$ cat src/rtl/axi_rd_master_mux.sv
// axi_rd_master_mux: routes the arbiter-granted master's AR channel and the
// returning R burst to and from one slave port, one read in flight at a time.
// Optional feature macro: RD_TIMEOUT_EN (synthesises an SLVERR/RLAST response
// when the slave stops returning R beats for TIMEOUT cycles).
module axi_rd_master_mux #(
  parameter int MASTERS = 2,
  parameter int IDW     = 4,
  parameter int AW      = 32,
  parameter int DW      = 32,
  parameter int TIMEOUT = 255
) (
  input  logic                   ACLK,
  input  logic                   ARESETn,
  input  logic [MASTERS*IDW-1:0] ARID_M,
  input  logic [MASTERS*AW-1:0]  ARADDR_M,
  input  logic [MASTERS*4-1:0]   ARLEN_M,
  input  logic [MASTERS*3-1:0]   ARSIZE_M,
  input  logic [MASTERS*2-1:0]   ARBURST_M,
  input  logic [MASTERS-1:0]     ARVALID_M,
  output logic [MASTERS-1:0]     ARREADY_M,
  output logic [IDW-1:0]         RID_M,
  output logic [DW-1:0]          RDATA_M,
  output logic [1:0]             RRESP_M,
  output logic                   RLAST_M,
  output logic [MASTERS-1:0]     RVALID_M,
  input  logic [MASTERS-1:0]     RREADY_M,
  output logic [IDW-1:0]         ARID_S,
  output logic [AW-1:0]          ARADDR_S,
  output logic [3:0]             ARLEN_S,
  output logic [2:0]             ARSIZE_S,
  output logic [1:0]             ARBURST_S,
  output logic                   ARVALID_S,
  input  logic                   ARREADY_S,
  input  logic [IDW-1:0]         RID_S,
  input  logic [DW-1:0]          RDATA_S,
  input  logic [1:0]             RRESP_S,
  input  logic                   RLAST_S,
  input  logic                   RVALID_S,
  output logic                   RREADY_S,
  output logic [MASTERS-1:0]     req_o,
  output logic [MASTERS-1:0]     done_o,
  input  logic [MASTERS-1:0]     grant_i
);

  typedef enum logic [1:0] {S_IDLE, S_ADDR, S_DATA, S_WAIT} state_t;

  localparam logic [MASTERS-1:0] ONE = MASTERS'(1);

  state_t             state, state_nxt;
  logic [MASTERS-1:0] sel;
  logic [IDW-1:0]     id_q;

  logic [IDW-1:0]     own_id, gnt_id;
  logic [AW-1:0]      own_addr;
  logic [3:0]         own_len;
  logic [2:0]         own_size;
  logic [1:0]         own_burst;
  logic               own_arvalid, own_rready;
  logic               grant_ok;
  logic               to_hit;

  // Accept only a single-bit grant that targets a master actually requesting.
  assign grant_ok = (grant_i != '0) && ((grant_i & (grant_i - ONE)) == '0) &&
                    ((ARVALID_M & grant_i) != '0);

  // One-hot select of the owner's AR payload / RREADY and of the granted ARID.
  always_comb begin
    own_id      = '0;
    own_addr    = '0;
    own_len     = '0;
    own_size    = '0;
    own_burst   = '0;
    own_arvalid = 1'b0;
    own_rready  = 1'b0;
    gnt_id      = '0;
    for (int i = 0; i < MASTERS; i++) begin
      if (sel[i]) begin
        own_id      = ARID_M[i*IDW +: IDW];
        own_addr    = ARADDR_M[i*AW +: AW];
        own_len     = ARLEN_M[i*4 +: 4];
        own_size    = ARSIZE_M[i*3 +: 3];
        own_burst   = ARBURST_M[i*2 +: 2];
        own_arvalid = ARVALID_M[i];
        own_rready  = RREADY_M[i];
      end
      if (grant_i[i]) gnt_id = ARID_M[i*IDW +: IDW];
    end
  end

`ifdef RD_TIMEOUT_EN
  localparam int CW = ($clog2(TIMEOUT + 1) < 8) ? 8 : $clog2(TIMEOUT + 1);
  logic [CW-1:0] to_cnt;

  assign to_hit = (state == S_DATA) && (to_cnt == CW'(TIMEOUT));

  // Beat-gap counter: zeroed while addressing and on every R handshake,
  // saturates at TIMEOUT so the error response stays asserted.
  always_ff @(posedge ACLK or negedge ARESETn) begin
    if (!ARESETn) begin
      to_cnt <= '0;
    end else if (state == S_ADDR) begin
      to_cnt <= '0;
    end else if (state == S_DATA) begin
      if (RVALID_S && RREADY_S) to_cnt <= '0;
      else if (!to_hit)         to_cnt <= to_cnt + 1'b1;
    end
  end
`else
  // id_q and TIMEOUT only feed the timeout response; keep them visibly sunk.
  logic timeout_unused;
  assign to_hit         = 1'b0;
  assign timeout_unused = (TIMEOUT != 0) ^ (^id_q);
`endif

  // State, owner and owner-ID registers.
  always_ff @(posedge ACLK or negedge ARESETn) begin
    if (!ARESETn) begin
      state <= S_IDLE;
      sel   <= '0;
      id_q  <= '0;
    end else begin
      state <= state_nxt;
      if (state == S_IDLE && grant_ok) begin
        sel  <= grant_i;
        id_q <= gnt_id;
      end
    end
  end

  // Next-state and channel routing; everything idles at zero outside its phase.
  always_comb begin
    state_nxt = state;
    ARREADY_M = '0;
    RID_M     = '0;
    RDATA_M   = '0;
    RRESP_M   = 2'b00;
    RLAST_M   = 1'b0;
    RVALID_M  = '0;
    ARID_S    = '0;
    ARADDR_S  = '0;
    ARLEN_S   = '0;
    ARSIZE_S  = '0;
    ARBURST_S = '0;
    ARVALID_S = 1'b0;
    RREADY_S  = 1'b0;
    req_o     = '0;
    done_o    = '0;
    case (state)
      S_IDLE: begin
        req_o = ARESETn ? ARVALID_M : '0;
        if (grant_ok) state_nxt = S_ADDR;
      end
      S_ADDR: begin
        ARID_S    = own_id;
        ARADDR_S  = own_addr;
        ARLEN_S   = own_len;
        ARSIZE_S  = own_size;
        ARBURST_S = own_burst;
        ARVALID_S = own_arvalid;
        ARREADY_M = sel & {MASTERS{ARREADY_S}};
        if (own_arvalid && ARREADY_S) state_nxt = S_DATA;
      end
      S_DATA: begin
        if (to_hit) begin
          RVALID_M = sel;
          RRESP_M  = 2'b10;
          RLAST_M  = 1'b1;
          RID_M    = id_q;
          if (own_rready) begin
            done_o    = sel;
            state_nxt = S_WAIT;
          end
        end else begin
          RVALID_M = sel & {MASTERS{RVALID_S}};
          RID_M    = RID_S;
          RDATA_M  = RDATA_S;
          RRESP_M  = RRESP_S;
          RLAST_M  = RLAST_S;
          RREADY_S = own_rready;
          if (RVALID_S && own_rready && RLAST_S) begin
            done_o    = sel;
            state_nxt = S_WAIT;
          end
        end
      end
      S_WAIT:  state_nxt = S_IDLE;
      default: state_nxt = S_IDLE;
    endcase
  end

endmodule

$ cat config.mk
export PLATFORM = sky130hd
export DESIGN_NAME = axi_rd_master_mux
export DESIGN_NICKNAME = d
export VERILOG_FILES = /design/src/rtl/axi_rd_master_mux.sv
export SDC_FILE = /design/constraint.sdc
export NUM_CORES = 1
export LEC_CHECK = 0
export CORE_AREA = 2 2 89 91
export DETAILED_ROUTE_END_ITERATION = 6
export DIE_AREA = 0 0 91 93
export GPL_ROUTABILITY_DRIVEN = 0
export PLACE_DENSITY_LB_ADDON = 0.08
export SLEW_MARGIN = 25
export SYNTH_ARGS = -nofsm -noshare
export SYNTH_HDL_FRONTEND = slang
export SYNTH_SLANG_ARGS = --single-unit
export TNS_END_PERCENT = 50
$ cat constraint.sdc
create_clock -name ACLK -period 1.6 [get_ports ACLK]
set_input_delay 0.32 -clock ACLK [delete_from_list [all_inputs] [get_ports ACLK]]
set_output_delay 0.32 -clock ACLK [all_outputs]
set_load 0.02 [all_outputs]
==> results.json, run 1 <==
{
  "drive_above_1_share_pct": 52.44,
  "final_cell_mix": "137 x clkdlybuf4s50_1, 72 x buf_6, 40 x a22o_4",
  "final_cells": 512,
  "grt_max_degree": 24,
  "grt_overflow": 0,
  "die_area_mm2": 0.008463,
  "cts_buffers": 3,
  "cap_viol_max_count": 0,
  "powerDensity_mw_per_mm2": 156.6,
  "reg2reg_slack_ns": -0.16,
  "rows": 32,
  "clock.fmax_ghz": 0.5310,
  "start_util_pct": 15.56,
  "cts_sinks": 4,
  "cts_buffer_depth": 2,
  "reg2regPathDepth": 8,
  "power_w": 0.0007112,
  "r2r_end": "state[1]",
  "path_class": "flip-flop to primary output",
  "drtAntennaViolNets": 0,
  "clk_latency_ns": 0.22,
  "setup_slack_ns": -0.2833,
  "io_pins": 233,
  "setup_viol": 95,
  "synth_top_area_share_pct": 33.65,
  "endpoint": "ARLEN_S[1]",
  "path_clk_slew_ns": 0.03,
  "drv_slew": 0,
  "ys_types": 28,
  "crit_path_max_fanout": 13,
  "rsz0062_at_grt": "yes",
  "worstPathCellList": "ha_4 -> and2_4 -> buf_16 -> a22o_4 -> buf_6",
  "tritoncts": "built",
  "vdd_ir_drop_max_uv": 161.5,
  "critPathBufInv": 2,
  "initialDrtViolationCount": 33,
  "wl_um": 8613,
  "skew_ns": 0.0006485,
  "first_pass_iters": 4,
  "hold_viol": 0,
  "core_region_area_mm2": 0.007527,
  "cp-startpoint": "state[0]",
  "drc_errors": 0,
  "area_delta_synth_final_pct": 287.8,
  "ctsHoldBuffers": 0,
  "cp_num_cells": 5,
  "status": "finished with violations",
  "startpoint_type": "flip-flop",
  "slew_headroom_pct": 87.98,
  "cts_max_level": 1,
  "cts-root-buf": "clkbuf_8",
  "dieWidth_um": 91,
  "cpLargestDelayFamily": "flip-flops",
  "grt_pass1_wl_um": 12500,
  "failed_checks": "setup timing",
  "required_ns": 1.28,
  "hold_path_class": "primary input to asynchronous set/reset pin",
  "die_h_um": 93,
  "worst_path_max_delay_cell": "dfrtp_1",
  "finalNetCount": 555,
  "post-place-cells": 493,
  "fin_crit_ns": 1.883,
  "worstPathArrival_ns": 1.56,
  "antenna_found_initial": 0,
  "hold_slack_ns": 0.4317,
  "dr_total_vias": 2222,
  "final_common_cell": "clkdlybuf4s50_1",
  "tightest_slew_ns": 0.1797,
  "avgSynthCellArea_um2": 7.807,
  "post-route-period-util_pct": 117.7,
  "n_fill_cell": 671,
  "grtUsageTotal_pct": 18.49,
  "netlist_instances": 150,
  "hpwl_um": 6596,
  "syn_nets": 293,
  "synth_seq_area_share_pct": 8.547,
  "port_buffers": 232,
  "synth.largest_area_cell": "a22o_1",
  "syn-cell-area_mm2": 0.001171,
  "n_antenna_cell": 0,
  "power_leakage_nw": 2.159,
  "viasPerCell": 4.340,
  "ys_warn_count": 0,
  "crit_path_end_kind": "primary output",
  "grt_pass1_vias": 2203,
  "wire_per_inst_um": 16.82,
  "synthTopCellsByArea": "a22o_1 34%, and2_1 22%, dfrtp_1 8.5%",
  "crit_path_max_incr_delay_ns": 0.40,
  "timing.rr.start": "state[1]",
  "synth_seq_cells": 4
}
## per-stage QoR
| step | worst slack, ns | area (um2) | utilization, % | TNS (ns) |
|---|---|---|---|---|
| after detailed placement | -0.6348 | 4120 | 54.74 | -40.35 |
| final | -0.2833 | 4542 | 60.34 | -20.57 |
| after floorplan | -0.02008 | 1592 | - | -0.03742 |
| after CTS | -0.2760 | 4195 | 55.73 | -15.50 |
| after global placement | -0.6299 | 4120 | 54.74 | -40.53 |
| after global routing | -0.3282 | 4542 | 60.34 | -25.40 |
## per-layer routing
layer	wire (um)	up-vias	GRT usage, %
met5	0	-	0
met2	4686	110	35.62
met4	84	0	3.662
met1	3286	1017	21.23
li1	-	1086	-
met3	555	9	3.384
## kinds of logic after synthesis
kind of cell / share of synthesized area [%]
and+or+nand+nor: 38.25
muxes: 1.282
DFF: 8.547
AOI/OAI and AO/OA: 39.32
buffers and inverters: 8.333
adders and majority gates: 4.274
## how the worst min path moves through the flow
stage          cells after the start      from       end  slack (ns)
4_1_cts                            2   ARESETn    sel[1]        0.43
3_3_place_gp                       2  state[1]  state[1]        0.61
5_1_grt                            2   ARESETn  state[0]        0.45
2_1_floorplan                      0   ARESETn    sel[0]        0.02
3_5_place_dp                       2  state[1]  state[1]        0.62
6_report                           2   ARESETn  state[0]        0.43
## registers in the layout (all words and copies together) (netlist names)
register	cells
state	2
sel	2
## worst register-to-register path: stages, from the launching register on
cell and delay (ns):
dfrtp_1 0.37, buf_4 0.14, buf_6 0.11, ha_4 0.19
buf_12 0.14, a21boi_1 0.13, a22oi_2 0.15, nand3_2 0.11
mux2_4 0.30
## area by class of cell
type	count	area [um2]	share of cell area (%)
inverters	2	7.507	0.1653
flip-flops and latches	4	100.1	2.204
well taps	102	127.6	2.810
clock buffers	3	41.29	0.9091
multi-input cells	128	1439	31.68
repair buffers	273	2826	62.23
## repair_timing
item,CTS,global route
gates resized for setup,486,76
hold endpoints to repair,0,0
cloned,5,3
pin swaps,8,4
buffers inserted,6,2
setup endpoints to repair,95,96
## cells in the mapped netlist
| master | count |
|---|---|
| nor2_4 | 1 |
| ha_1 | 4 |
| and3_1 | 3 |
| nor2_1 | 4 |
| a21oi_1 | 1 |
| nand4b_1 | 1 |
| mux2_4 | 1 |
| clkbuf_1 | 4 |
| nand3_2 | 3 |
| nand3b_1 | 2 |
| a32oi_1 | 1 |
| and3_2 | 3 |
| buf_4 | 1 |
| nand3b_4 | 1 |
| a21boi_2 | 1 |
| inv_1 | 2 |
| dfrtp_1 | 4 |
| a22oi_2 | 1 |
| a21boi_1 | 1 |
| buf_2 | 9 |
| nand2_1 | 6 |
| nand3_1 | 2 |
| o21ai_0 | 3 |
| and2_1 | 41 |
| buf_6 | 2 |
| a22o_1 | 45 |
| a31oi_1 | 1 |
| and4_1 | 2 |
## power breakdown
part	switching [W]	internal, W
combinational	0.0000864	0.000305
sequential	0	0.000102
clock	0.0000568	0.000161
(Power assumes the default switching activity.)
==> run 2, diff against run 1 <==
GPL_ROUTABILITY_DRIVEN = not set   (was 0)
==> results of run 2 <==
No change in the layout: final DEF, timing and power equal those of run 1.
==> run 3, diff against run 2 <==
RECOVER_POWER = 100   (was not set)
==> results.json, run 3 (same netlist as run 1, synthesis figures left out) <==
{
  "status": "finished with violations",
  "failed_checks": "setup timing",
  "cts_sinks": 4,
  "startpoint_type": "flip-flop",
  "rows": 32,
  "fin_crit_ns": 1.883,
  "cap_viol_max_count": 0,
  "final_cells": 512,
  "clk_latency_ns": 0.22,
  "power_leakage_nw": 2.155,
  "drv_slew": 0,
  "powerDensity_mw_per_mm2": 156.4,
  "die_area_mm2": 0.008463,
  "drc_errors": 0,
  "dieWidth_um": 91,
  "skew_ns": 0.0006485,
  "place_area_mm2": 0.004120,
  "final_common_cell": "clkdlybuf4s50_1",
  "viasPerCell": 4.340,
  "wl_um": 8619,
  "final_core_util_pct": 60.29,
  "gp_congestion": 0.7281,
  "start_util_pct": 15.56,
  "hold_path_class": "primary input to asynchronous set/reset pin",
  "tightest_slew_ns": 0.2266,
  "antenna_found_initial": 0,
  "cts_max_level": 1,
  "drtAntennaViolNets": 0,
  "tritoncts": "built",
  "fin_area_mm2": 0.004538,
  "wire_per_inst_um": 16.83,
  "clock.fmax_ghz": 0.5311,
  "finalNetCount": 555,
  "cts_buffer_depth": 2,
  "hold_viol": 0,
  "largestRegisters": "sel (2), state (2)",
  "die_h_um": 93,
  "worstPathArrival_ns": 1.56,
  "area_delta_synth_final_pct": 287.5,
  "setup_viol": 95,
  "initialDrtViolationCount": 33,
  "power_w": 0.0007097,
  "cts-root-buf": "clkbuf_8",
  "drive_above_1_share_pct": 52.20,
  "grt_overflow": 0,
  "grt_pass1_wl_um": 12500,
  "crit_path_max_fanout": 13,
  "post-place-cells": 493,
  "setup_slack_ns": -0.2830,
  "ctsHoldBuffers": 0,
  "final_cell_mix": "136 x clkdlybuf4s50_1, 72 x buf_6, 40 x a22o_4",
  "path_class": "flip-flop to primary output",
  "vdd_ir_drop_max_uv": 161.4,
  "n_antenna_cell": 0,
  "dr_total_vias": 2222,
  "required_ns": 1.28,
  "io_pins": 233,
  "cts_buffers": 3,
  "port_buffers": 232,
  "first_pass_iters": 4,
  "crit_path_end_kind": "primary output",
  "path_clk_slew_ns": 0.03,
  "grt_pass1_vias": 2203,
  "core_region_area_mm2": 0.007527,
  "grtUsageTotal_pct": 18.49,
  "rsz0062_at_grt": "yes",
  "slew_headroom_pct": 84.90,
  "post-route-period-util_pct": 117.7,
  "hpwl_um": 6596,
  "grt_max_degree": 24
}
[run 3: cell types whose count changed in the layout (fill, tap and decap cells not counted)]
cell,change
clkbuf_1,+1
buf_4,-1
dlygate4sd3_1,+1
clkdlybuf4s50_1,-1
[run 3: per-stage QoR]
step | hold WS, ns | setup WS (ns) | setup TNS [ns]
global placement | 0.6149 | -0.6299 | -40.53
floorplan | 0.02441 | -0.02008 | -0.03742
detailed placement | 0.6161 | -0.6348 | -40.35
finish | 0.5332 | -0.2830 | -20.56
CTS | 0.4339 | -0.2760 | -15.50
global route | 0.5647 | -0.3282 | -25.40
[run 3: worst paths after layout]
| kind | from | cells past startpoint | slack, ns | endpoint |
|---|---|---|---|---|
| worst max-delay path | state[0] | 5 | -0.28 | ARLEN_S[1] |
| min in group ACLK | sel[0] | 3 | 0.70 | sel[0] |
| worst max register to register | state[1] | 8 | -0.16 | state[1] |
| worst min register to register | sel[0] | 3 | 0.70 | sel[0] |
| max in group asynchronous | ARESETn | 2 | 0.88 | sel[0] |
| worst min-delay path | ARESETn | 2 | 0.53 | state[0] |
[run 3: metal layers]
layer / track usage [%] / up-vias / wire, um
met5: 0 / - / 0
met4: 3.662 / 0 / 84
met3: 3.384 / 9 / 553
met2: 35.62 / 108 / 4690
met1: 21.23 / 1019 / 3291
li1: - / 1086 / -
[run 3: what timing repair did]
action / 4_1_cts / 5_1_grt
cloned: 5 / 3
setup buffers: 6 / 2
gates resized for setup: 486 / 76
endpoints found under the setup margin: 95 / 96
pin swaps: 8 / 4
[run 3: area by class of cell]
cell class              instances  area, um2
fillers                       671       2989
repair buffers                273       2823
multi-input cells             128       1439
well taps                     102      127.6
flip-flops and latches          4      100.1
clock buffers                   3      41.29
inverters                       2      7.507
[run 3: power by group]
group | switching [W] | internal [W] | total [W] | leakage [nW]
Sequential | 0 | 0.000102 | 0.000102 | 0.0507
Combinational | 0.0000865 | 0.000304 | 0.000390 | 2.08
Clock | 0.0000568 | 0.000161 | 0.000218 | 0.0216
[run 3: critical path, stage by stage, from the launching register on]
cell and delay (ns):
dfrtp_1 0.40, ha_4 0.19, and2_4 0.19, buf_16 0.17, a22o_4 0.25, buf_6 0.13
